$ cat src/rtl/result_scoreboard_pkg.sv
// Shared definitions for the result scoreboard: verdict state encoding,
// counter width and a saturating increment helper.
package result_scoreboard_pkg;

    typedef enum logic [1:0] {
        ST_RUN  = 2'd0,
        ST_PASS = 2'd1,
        ST_FAIL = 2'd2
    } sb_state_e;

    localparam int CNT_W = 16;

    // Counters stop at all-ones instead of wrapping back to zero.
    function automatic logic [CNT_W-1:0] sat_inc(input logic [CNT_W-1:0] v);
        return (v == {CNT_W{1'b1}}) ? v : v + CNT_W'(1);
    endfunction

endpackage

$ cat src/rtl/sb_fifo.sv
// Expected-value FIFO: power-of-two depth, pointers wrap naturally,
// head word is visible combinationally so it can be compared on the pop cycle.
module sb_fifo #(
    parameter int DATA_WIDTH = 32,
    parameter int DEPTH      = 16
) (
    input  logic                  clk_i,
    input  logic                  rst_i,
    input  logic                  push_i,
    input  logic [DATA_WIDTH-1:0] push_data_i,
    input  logic                  pop_i,
    output logic [DATA_WIDTH-1:0] head_data_o,
    output logic                  full_o,
    output logic                  empty_o
);

    localparam int AW = $clog2(DEPTH);

    logic [DATA_WIDTH-1:0] mem_q [DEPTH];
    logic [AW-1:0]         wr_ptr_q, wr_ptr_d;
    logic [AW-1:0]         rd_ptr_q, rd_ptr_d;
    logic [AW:0]           count_q, count_d;
    logic                  push_ok;
    logic                  pop_ok;

    assign full_o      = (count_q == (AW+1)'(DEPTH));
    assign empty_o     = (count_q == '0);
    assign push_ok     = push_i && !full_o;
    assign pop_ok      = pop_i && !empty_o;
    assign head_data_o = mem_q[rd_ptr_q];

    // Storage write; contents need no reset because occupancy gates every read.
    always_ff @(posedge clk_i) begin
        if (push_ok) begin
            mem_q[wr_ptr_q] <= push_data_i;
        end
    end

    // Pointer and occupancy next-state; simultaneous push/pop leaves count unchanged.
    always_comb begin
        wr_ptr_d = wr_ptr_q;
        rd_ptr_d = rd_ptr_q;
        count_d  = count_q;
        if (push_ok) begin
            wr_ptr_d = wr_ptr_q + AW'(1);
        end
        if (pop_ok) begin
            rd_ptr_d = rd_ptr_q + AW'(1);
        end
        case ({push_ok, pop_ok})
            2'b10:   count_d = count_q + (AW+1)'(1);
            2'b01:   count_d = count_q - (AW+1)'(1);
            default: count_d = count_q;
        endcase
    end

    // Pointer and occupancy registers; reset empties the FIFO immediately.
    always_ff @(posedge clk_i or posedge rst_i) begin
        if (rst_i) begin
            wr_ptr_q <= '0;
            rd_ptr_q <= '0;
            count_q  <= '0;
        end else begin
            wr_ptr_q <= wr_ptr_d;
            rd_ptr_q <= rd_ptr_d;
            count_q  <= count_d;
        end
    end

endmodule

$ cat src/rtl/result_scoreboard.sv
// In-order result scoreboard: queues expected words, compares each measured
// word against the FIFO head, counts tests/failures, latches the first
// mismatch and issues sticky pass/fail verdicts.
module result_scoreboard
    import result_scoreboard_pkg::*;
#(
    parameter int DATA_WIDTH     = 32,
    parameter int DEPTH          = 16,
    parameter int NUM_TESTS      = 10,
    parameter int TIMEOUT_CYCLES = 5000000
) (
    input  logic                  clk,
    input  logic                  rst,
    input  logic                  exp_valid,
    input  logic [DATA_WIDTH-1:0] exp_data,
    output logic                  exp_ready,
    input  logic                  meas_valid,
    input  logic [DATA_WIDTH-1:0] meas_data,
    output logic                  meas_ready,
    input  logic                  done_req,
    output logic [CNT_W-1:0]      test_count,
    output logic [CNT_W-1:0]      fail_count,
    output logic                  mismatch,
    output logic [CNT_W-1:0]      first_idx,
    output logic [DATA_WIDTH-1:0] first_exp,
    output logic [DATA_WIDTH-1:0] first_meas,
    output logic                  test_passed,
    output logic                  test_failed
);

    localparam int             TO_W    = $clog2(TIMEOUT_CYCLES) + 1;
    localparam logic [TO_W-1:0] TO_LAST = TO_W'(TIMEOUT_CYCLES - 1);

    sb_state_e             state_q, state_d;
    logic                  fifo_full, fifo_empty;
    logic [DATA_WIDTH-1:0] head_data;
    logic                  push, pop, mism_now;

    logic [CNT_W-1:0]      test_count_q, test_count_d;
    logic [CNT_W-1:0]      fail_count_q, fail_count_d;
    logic [CNT_W-1:0]      first_idx_q, first_idx_d;
    logic [DATA_WIDTH-1:0] first_exp_q, first_exp_d;
    logic [DATA_WIDTH-1:0] first_meas_q, first_meas_d;
    logic                  mismatch_q;
    logic                  passed_q, failed_q;
    logic [TO_W-1:0]       timeout_q, timeout_d;

    assign exp_ready  = !fifo_full;
    assign meas_ready = !fifo_empty && (state_q == ST_RUN);
    assign push       = exp_valid && exp_ready;
    assign pop        = meas_valid && meas_ready;
    assign mism_now   = pop && (head_data != meas_data);

    sb_fifo #(
        .DATA_WIDTH (DATA_WIDTH),
        .DEPTH      (DEPTH)
    ) u_fifo (
        .clk_i       (clk),
        .rst_i       (rst),
        .push_i      (push),
        .push_data_i (exp_data),
        .pop_i       (pop),
        .head_data_o (head_data),
        .full_o      (fifo_full),
        .empty_o     (fifo_empty)
    );

    // Counter and first-mismatch capture; a zero fail count means nothing latched yet.
    always_comb begin
        test_count_d = test_count_q;
        fail_count_d = fail_count_q;
        first_idx_d  = first_idx_q;
        first_exp_d  = first_exp_q;
        first_meas_d = first_meas_q;
        if (pop) begin
            test_count_d = sat_inc(test_count_q);
        end
        if (mism_now) begin
            fail_count_d = sat_inc(fail_count_q);
            if (fail_count_q == '0) begin
                first_idx_d  = test_count_q;
                first_exp_d  = head_data;
                first_meas_d = meas_data;
            end
        end
        timeout_d = (state_q == ST_RUN) ? timeout_q + TO_W'(1) : timeout_q;
    end

    // Verdict next-state: any failure cause wins over a pass request.
    always_comb begin
        state_d = state_q;
        if (state_q == ST_RUN) begin
            if (mism_now || (timeout_q == TO_LAST) ||
                (test_count_d > CNT_W'(NUM_TESTS))) begin
                state_d = ST_FAIL;
            end else if (done_req) begin
                if ((test_count_q == CNT_W'(NUM_TESTS)) && (fail_count_q == '0)) begin
                    state_d = ST_PASS;
                end else begin
                    state_d = ST_FAIL;
                end
            end
        end
    end

    // State, counters and verdict flags; verdicts are registered from the next state.
    always_ff @(posedge clk or posedge rst) begin
        if (rst) begin
            state_q      <= ST_RUN;
            test_count_q <= '0;
            fail_count_q <= '0;
            first_idx_q  <= '0;
            first_exp_q  <= '0;
            first_meas_q <= '0;
            mismatch_q   <= 1'b0;
            passed_q     <= 1'b0;
            failed_q     <= 1'b0;
            timeout_q    <= '0;
        end else begin
            state_q      <= state_d;
            test_count_q <= test_count_d;
            fail_count_q <= fail_count_d;
            first_idx_q  <= first_idx_d;
            first_exp_q  <= first_exp_d;
            first_meas_q <= first_meas_d;
            mismatch_q   <= mism_now;
            passed_q     <= (state_d == ST_PASS);
            failed_q     <= (state_d == ST_FAIL);
            timeout_q    <= timeout_d;
        end
    end

    assign test_count  = test_count_q;
    assign fail_count  = fail_count_q;
    assign mismatch    = mismatch_q;
    assign first_idx   = first_idx_q;
    assign first_exp   = first_exp_q;
    assign first_meas  = first_meas_q;
    assign test_passed = passed_q;
    assign test_failed = failed_q;

endmodule

$ cat config.mk
export PLATFORM = sky130hd
export DESIGN_NAME = result_scoreboard
export DESIGN_NICKNAME = d
export VERILOG_FILES = /design/src/rtl/result_scoreboard_pkg.sv /design/src/rtl/sb_fifo.sv /design/src/rtl/result_scoreboard.sv
export SDC_FILE = /design/constraint.sdc
export NUM_CORES = 1
export LEC_CHECK = 0
export BUFFER_PORTS_ARGS = -buffer_cell sky130_fd_sc_hd__clkbuf_2
export CAP_MARGIN = 15
export CORE_ASPECT_RATIO = 0.7
export CORE_MARGIN = 10
export CORE_UTILIZATION = 35
export DETAILED_ROUTE_END_ITERATION = 8
export SYNTH_ARGS = -nofsm -noshare
export SYNTH_HDL_FRONTEND = slang
export SYNTH_SLANG_ARGS = --single-unit
$ cat constraint.sdc
create_clock -name clk -period 10.2 [get_ports clk]
set_input_delay 1.02 -clock clk [delete_from_list [all_inputs] [get_ports clk]]
set_output_delay 1.02 -clock clk [all_outputs]
set_load 0.05 [all_outputs]
* Word-level counts from Yosys, hierarchy flattened *
Memories as Yosys holds them, arrays and structs flattened.
Cells that the tools add are included.

cells by class
  multipliers = 0
  bitwise logic cells = 1
  $lt $le $gt $ge = 1
  multiplexer cells = 9
  add/subtract/negate cells = 7
  divide/modulo/power cells = 0
  shifts and indexed selects = 0
  eq/ne operators = 10
  reductions and logical operators = 17

operators with widths
  kind                     number
  $add A16 B1 Y16 const B  2
  $eq A16 B16 Y1 const B   2
  $mux W16                 2
  $ne A32 B32 Y1           1
  $add A24 B1 Y24 const B  1
  $eq A24 B23 Y1 const B   1
  $eq A16 B4 Y1 const B    1
  $gt A16 B4 Y1 const B    1
  $logic_not A16 Y1        1
  $pmux W5 S2              1
  $add A4 B1 Y4 const B    2
  $mux W2                  4
  $logic_and A1 B1 Y1      7
  $add A5 B1 Y5 const B    1
  $eq A5 B5 Y1 const B     1
  $logic_not A5 Y1         1
  $sub A5 B1 Y5 const B    1
  $eq A2 B1 Y1 const B     2
  $eq A2 B2 Y1 const B     2
  $reduce_and A2 Y1        2
  $logic_not A1 Y1         2
  $logic_not A2 Y1         1
  $logic_or A1 B1 Y1       2
  $mux W1                  2
  2 further kinds          2

word-level totals
  logic and storage cells = 59
  bits in latches = 0
  output and inout port bits = 117
  memories kept = 1
  bits in writable memories = 512
  input port bits = 69
  bits in read-only memories = 0
  bits in registers = 154

memory list
  name          depth  width  rd ports  clocked after Yosys merged registers in  wr ports  line           RTL
  u_fifo.mem_q  16     32     1         0                                        1         sb_fifo.sv:19  logic [DATA_WIDTH-1:0] mem_q [DEPTH];

* Logic depth before layout (Yosys ltp) *
  depth after elaboration = 10
  mapped depth = 14
  mapped depth without buffers = 13

* Modules after synthesis *
A second synthesis with hierarchy kept.

unflattened totals
  cell total of the unflattened synthesis = 1541
  area, all modules = 26919.6 µm²

modules (own cells, without submodules)
  module             cells each  area an instance (µm²)  sequential area each (µm²)  times used
  sb_fifo            1013        20422.1                 15700.1                     1
  result_scoreboard  528         6497.5                  3528.4                      1

* Worst setup path after synthesis *
Ideal clock, no wire load.

  path kind = in2reg
  from = input port exp_valid
  to = memory u_fifo.mem_q[3][0] (enable)
  required time = 9.739 ns
  buffers on the path = 1
  setup slack = 5.968 ns
  library setup time = 0.461 ns
  stages on the path = 4
  data arrival time = 3.771 ns
  path through = and2_1 -> clkbuf_1 -> nand2_1 -> nor3_1

between the ends
  word-level cells in the longest chain between the ends = 4

RTL lines
  element                        line                     RTL
  start, declared                result_scoreboard.sv:14  input logic exp_valid,
  $logic_and A1 B1 Y1            result_scoreboard.sv:50  assign push = exp_valid && exp_ready;
  $logic_and A1 B1 Y1            sb_fifo.sv:28            assign push_ok = push_i && !full_o;
  $mux W1                        sb_fifo.sv:34            if (push_ok) begin
  $mux W1 (implied by the code)  sb_fifo.sv:35            mem_q[wr_ptr_q] <= push_data_i;
  end, declared                  sb_fifo.sv:19

No other way between the ends.

* Worst setup path after layout *
  from = register u_fifo.rd_ptr_q[2]
  to = register first_exp_q[21], in the netlist first_exp[21]

between the ends
  word-level cells in the longest chain between the ends = 4

RTL lines
  element                      line                      RTL
  start, declared              sb_fifo.sv:21             logic [AW-1:0] rd_ptr_q, rd_ptr_d;
  start signal, assigned       sb_fifo.sv:65             rd_ptr_q <= rd_ptr_d;
  $mem_v2 Z16 W32 (*)          n/a
  $ne A32 B32 Y1               result_scoreboard.sv:52   assign mism_now = pop && (head_data != meas_data);
  $logic_and A1 B1 Y1          result_scoreboard.sv:52
  $reduce_and A2 Y1 (no line)  n/a
  end signal, assigned         result_scoreboard.sv:124  first_exp_q <= first_exp_d;
  end, declared                result_scoreboard.sv:42   logic [DATA_WIDTH-1:0] first_exp_q, first_exp_d;

Mark *: on every way between the ends. The rest lies on a longest branch, timed or not.
A chain may end at the register's enable or synchronous reset.

==> results_dict.tcl <==
set metrics [dict create \
    cpPeakStageDelay_ns 0.88 \
    post_synth_num_cell_types 62 \
    cts.sink_count 666 \
    regToRegSetupSlack_ns 4.70 \
    worstHoldPathType "register to register" \
    vias 14450 \
    final_cell_area_um2 31810 \
    fin_nets 1807 \
    placement.setup.worst_slack_ns 4.503 \
    netlist_instances 1507 \
    detailed_place.area_um2 29640 \
    design.portCount 186 \
    fmax_ghz 0.1819 \
    floorplan.core_area_um2 77320 \
    rsz0062_at_grt "no" \
    cts_buffers 67 \
    cpMaxStageDelayCell "o31ai_4" \
    synth.largest_area_cell "edfxtp_1" \
    layout_common_cells "512 x edfxtp_1, 185 x clkbuf_2, 150 x dfrtp_1, 116 x mux2i_1, 102 x mux4_2" \
    clock_transition_time_at_the_flip_flop_clock_pins_of_the_worst_setup_and_hold_paths_ns 0.06 \
    report.final.setup_viol 0 \
    cts_root_buffer "clkbuf_16" \
    status "complete, no violations" \
    drt_wl_total_um 68630 \
    path_max_fanout 40 \
    synth-seq-cells 666 \
    timing.final.ws_setup_ns 4.702 \
    route.detailed.drc 0 \
    yosys.area.top_type_share_pct 56.04 \
    dp_wirelength_um 41390 \
    syn_area_um2 27440 \
    insertedDiodeCount 0 \
    cts.repair.resized 0 \
    drive_gt1_share_pct 29.66 \
    postCtsSetupBuffers 0 \
    holdPathEnd "timeout_q[23]$_DFFE_PP0N_" \
    fill_cells 6900 \
    synth_ff_type "edfxtp_1" \
    fin_setup_tns_ns 0 \
    final-hold-violation-count 0 \
    report.power.total_w 0.006151 \
    worst-endpoint-required_ns 10.68 \
    clk-insertion-delay-late_ns 0.61 \
    clock_tree.buffer_depth 3 \
    syn_avg_cell_area_um2 18.21 \
    timing.critical_path.max_delay_family "buffers and inverters" \
    cp_data_arrival_time_ns 5.98 \
    flow.area_growth_from_synthesis_pct 15.95 \
    worstSetupEndpointType "register" \
    port_buffer_count 185 \
    clock_skew_ns 0.02479 \
    die_height_um 254.3 \
    synth-warning-count 0 \
    period_minus_slack_ns 5.498 \
    initial_drc_count 1175 \
    synthArstFlopShare_pct 23.12 \
    final_worst_hold_slack_ns 0.4727 \
    gp_congestion 0.7692 \
    dieWidth_um 354.7 \
    internal_power_contribution_w 0.004705 \
    drtPass1Iterations 6 \
    synth-edff-count 512 \
    powerDensity_nw_per_um2 193.3 \
    synth.net_count 1591 \
    hold_depth 1 \
    worst_slew_pin_slew_ns 0.9826 \
    r2r_end "first_exp[21]$_DFFE_PP0P_" \
    period_share_pct 53.90 \
    net-switching-power_w 0.001446 \
    power.leakage_nw 11.53 \
    timing.slew.headroom_pct 34.49 \
    cts_tree "yes" \
    ir_drop_mv 0.1024 \
    cts.htree.levels 3 \
    register_area_um2 19240 \
    final_antenna_net_count 0 \
    power.clock.fraction_pct 39.8 \
    grt_start_max_net_pins 95 \
    path_cells "clkinv_1 > buf_4 > mux2i_1 > mux2i_1 > xor2_1 > nor4_1 > o2111ai_1 > o31ai_4 > nor2_4 > buf_4 > mux2_4" \
    startpoint_type "register" \
    grt_overflow_total 0 \
    vias_in_the_first_global_route 14820 \
    grt_pass1_wl_um 101400 \
    r2r.worst_path.cells 11 \
    timing_max_transition_violations_final 0 \
    crit_path_buffers_inverters 3 \
    maxCapViolCount 0 \
    wl_per_cell_um 24.33 \
    avgViaCountPerCell 5.122 \
    min_from "timeout_q[23]$_DFFE_PP0N_" \
    sw_frac_of_total_pct 23.50 \
    share_of_the_yosys_chip_area_belonging_to_registers_pct 70.08 \
    floorplan.rows 85 \
    number_of_antenna_violations_at_the_first_check_in_global_routing 2 \
    multi_input_area_um2 7825 \
    post_synth_main_area_contributors "edfxtp_1 56%, dfrtp_1 14%, mux4_2 8.4%" \
    r2r_start "u_fifo.rd_ptr_q[2]$_DFFE_PP0P_" \
    power.sequential.fraction_pct 52.3 \
    postCtsHoldBufs 0 \
    grt_use_total_pct 15.02 \
    combPwrFrac_pct 8.0 \
    path_class "register to register" \
    effective_utilization_at_floorplan_pct 35.49 \
    layout.cells.most_common "edfxtp_1" \
    floorplan.die_area_um2 90170 \
]
[cell usage after synthesis (all sizes together), types with 20 or more instances]
master / count
nand2: 42
mux2: 86
nand3: 32
xor2: 44
buf: 48
xnor2: 59
mux2i: 116
edfxtp: 512
clkbuf: 21
o21ai: 20
mux4: 102
inv: 24
dfrtp: 154
nor3: 27
nor2: 36
[routing by layer]
layer | part of all wire [%] | GRT usage [%] | vias up
li1 | - | - | 6351
met1 | 46 | 21.62 | 7623
met2 | 46 | 23.22 | 401
met3 | 6.2 | 3.539 | 71
met4 | 1.2 | 2.771 | 4
met5 | 0.042 | 0 | -
[logic make-up after synthesis]
group | synth area share, %
flip-flops | 70.08
multiplexers | 17.19
AND/OR/NAND/NOR | 4.287
XOR/XNOR | 3.288
AO/OA/AOI/OAI | 2.645
buffers and inverters | 1.801
adder cells (fa/ha/maj) | 0.7114
[worst register-to-register path: cells and delay by family, from the launching register on]
kind	cells	cell delay, ns
XOR/XNOR	1	0.13
AND/OR/NAND/NOR	2	0.75
multiplexers	3	0.86
buffers and inverters	3	1.78
AO/OA/AOI/OAI	2	1.19
flip-flops	1	0.67
[worst max-delay path by stage]
| stage | cells past startpoint | end | slack (ns) | startpoint |
|---|---|---|---|---|
| 2_1_floorplan | 1 | fail_count[0]$_DFFE_PP0P_ | 5.03 | rst |
| 3_3_place_gp | 11 | first_exp[3]$_DFFE_PP0P_ | 4.52 | u_fifo.rd_ptr_q[2]$_DFFE_PP0P_ |
| 3_5_place_dp | 11 | first_meas[21]$_DFFE_PP0P_ | 4.50 | u_fifo.rd_ptr_q[2]$_DFFE_PP0P_ |
| 4_1_cts | 11 | first_exp[20]$_DFFE_PP0P_ | 4.49 | u_fifo.rd_ptr_q[2]$_DFFE_PP0P_ |
| 5_1_grt | 11 | first_exp[28]$_DFFE_PP0P_ | 4.22 | u_fifo.rd_ptr_q[2]$_DFFE_PP0P_ |
| 6_report | 11 | first_exp[21]$_DFFE_PP0P_ | 4.70 | u_fifo.rd_ptr_q[2]$_DFFE_PP0P_ |
[power by group through the flow]
stage	clock network (W)	registers (W)	logic, W
after global placement	0	0.00326	0.000483
after global routing	0.00262	0.00323	0.000529
after CTS	0.00251	0.00322	0.000499
final	0.00245	0.00321	0.000490
after detailed placement	0	0.00327	0.000498
after floorplan	0	0.00325	0.000257
[layout make-up]
class / instances / share of cell area (%)
Clock buffer: 92 / 5.860
Clock inverter: 31 / 0.9871
Tap cell: 1044 / 4.106
Timing Repair Buffer: 216 / 3.681
Multi-Input combinational cell: 748 / 24.60
Inverter: 24 / 0.2989
Sequential cell: 666 / 60.47
[registers in the layout, indices dropped and copies added, names as in the netlist]
name	flops
first_idx	16
first_meas	32
test_passed	1
first_exp	32
u_fifo.wr_ptr_q	4
u_fifo.mem_q	512
timeout_q	24
u_fifo.rd_ptr_q	4
test_failed	1
test_count	16
u_fifo.count_q	5
mismatch	1
fail_count	16
state_q	2
[metrics by stage]
stage / instances / util (%)
3_3_place_gp: 2698 / 38.33
5_1_grt: 2821 / 41.15
2_1_floorplan: 1507 / -
6_report: 2821 / 41.15
3_5_place_dp: 2698 / 38.33
4_1_cts: 2821 / 41.15
No activity file was read; power rests on OpenSTA's default activity.
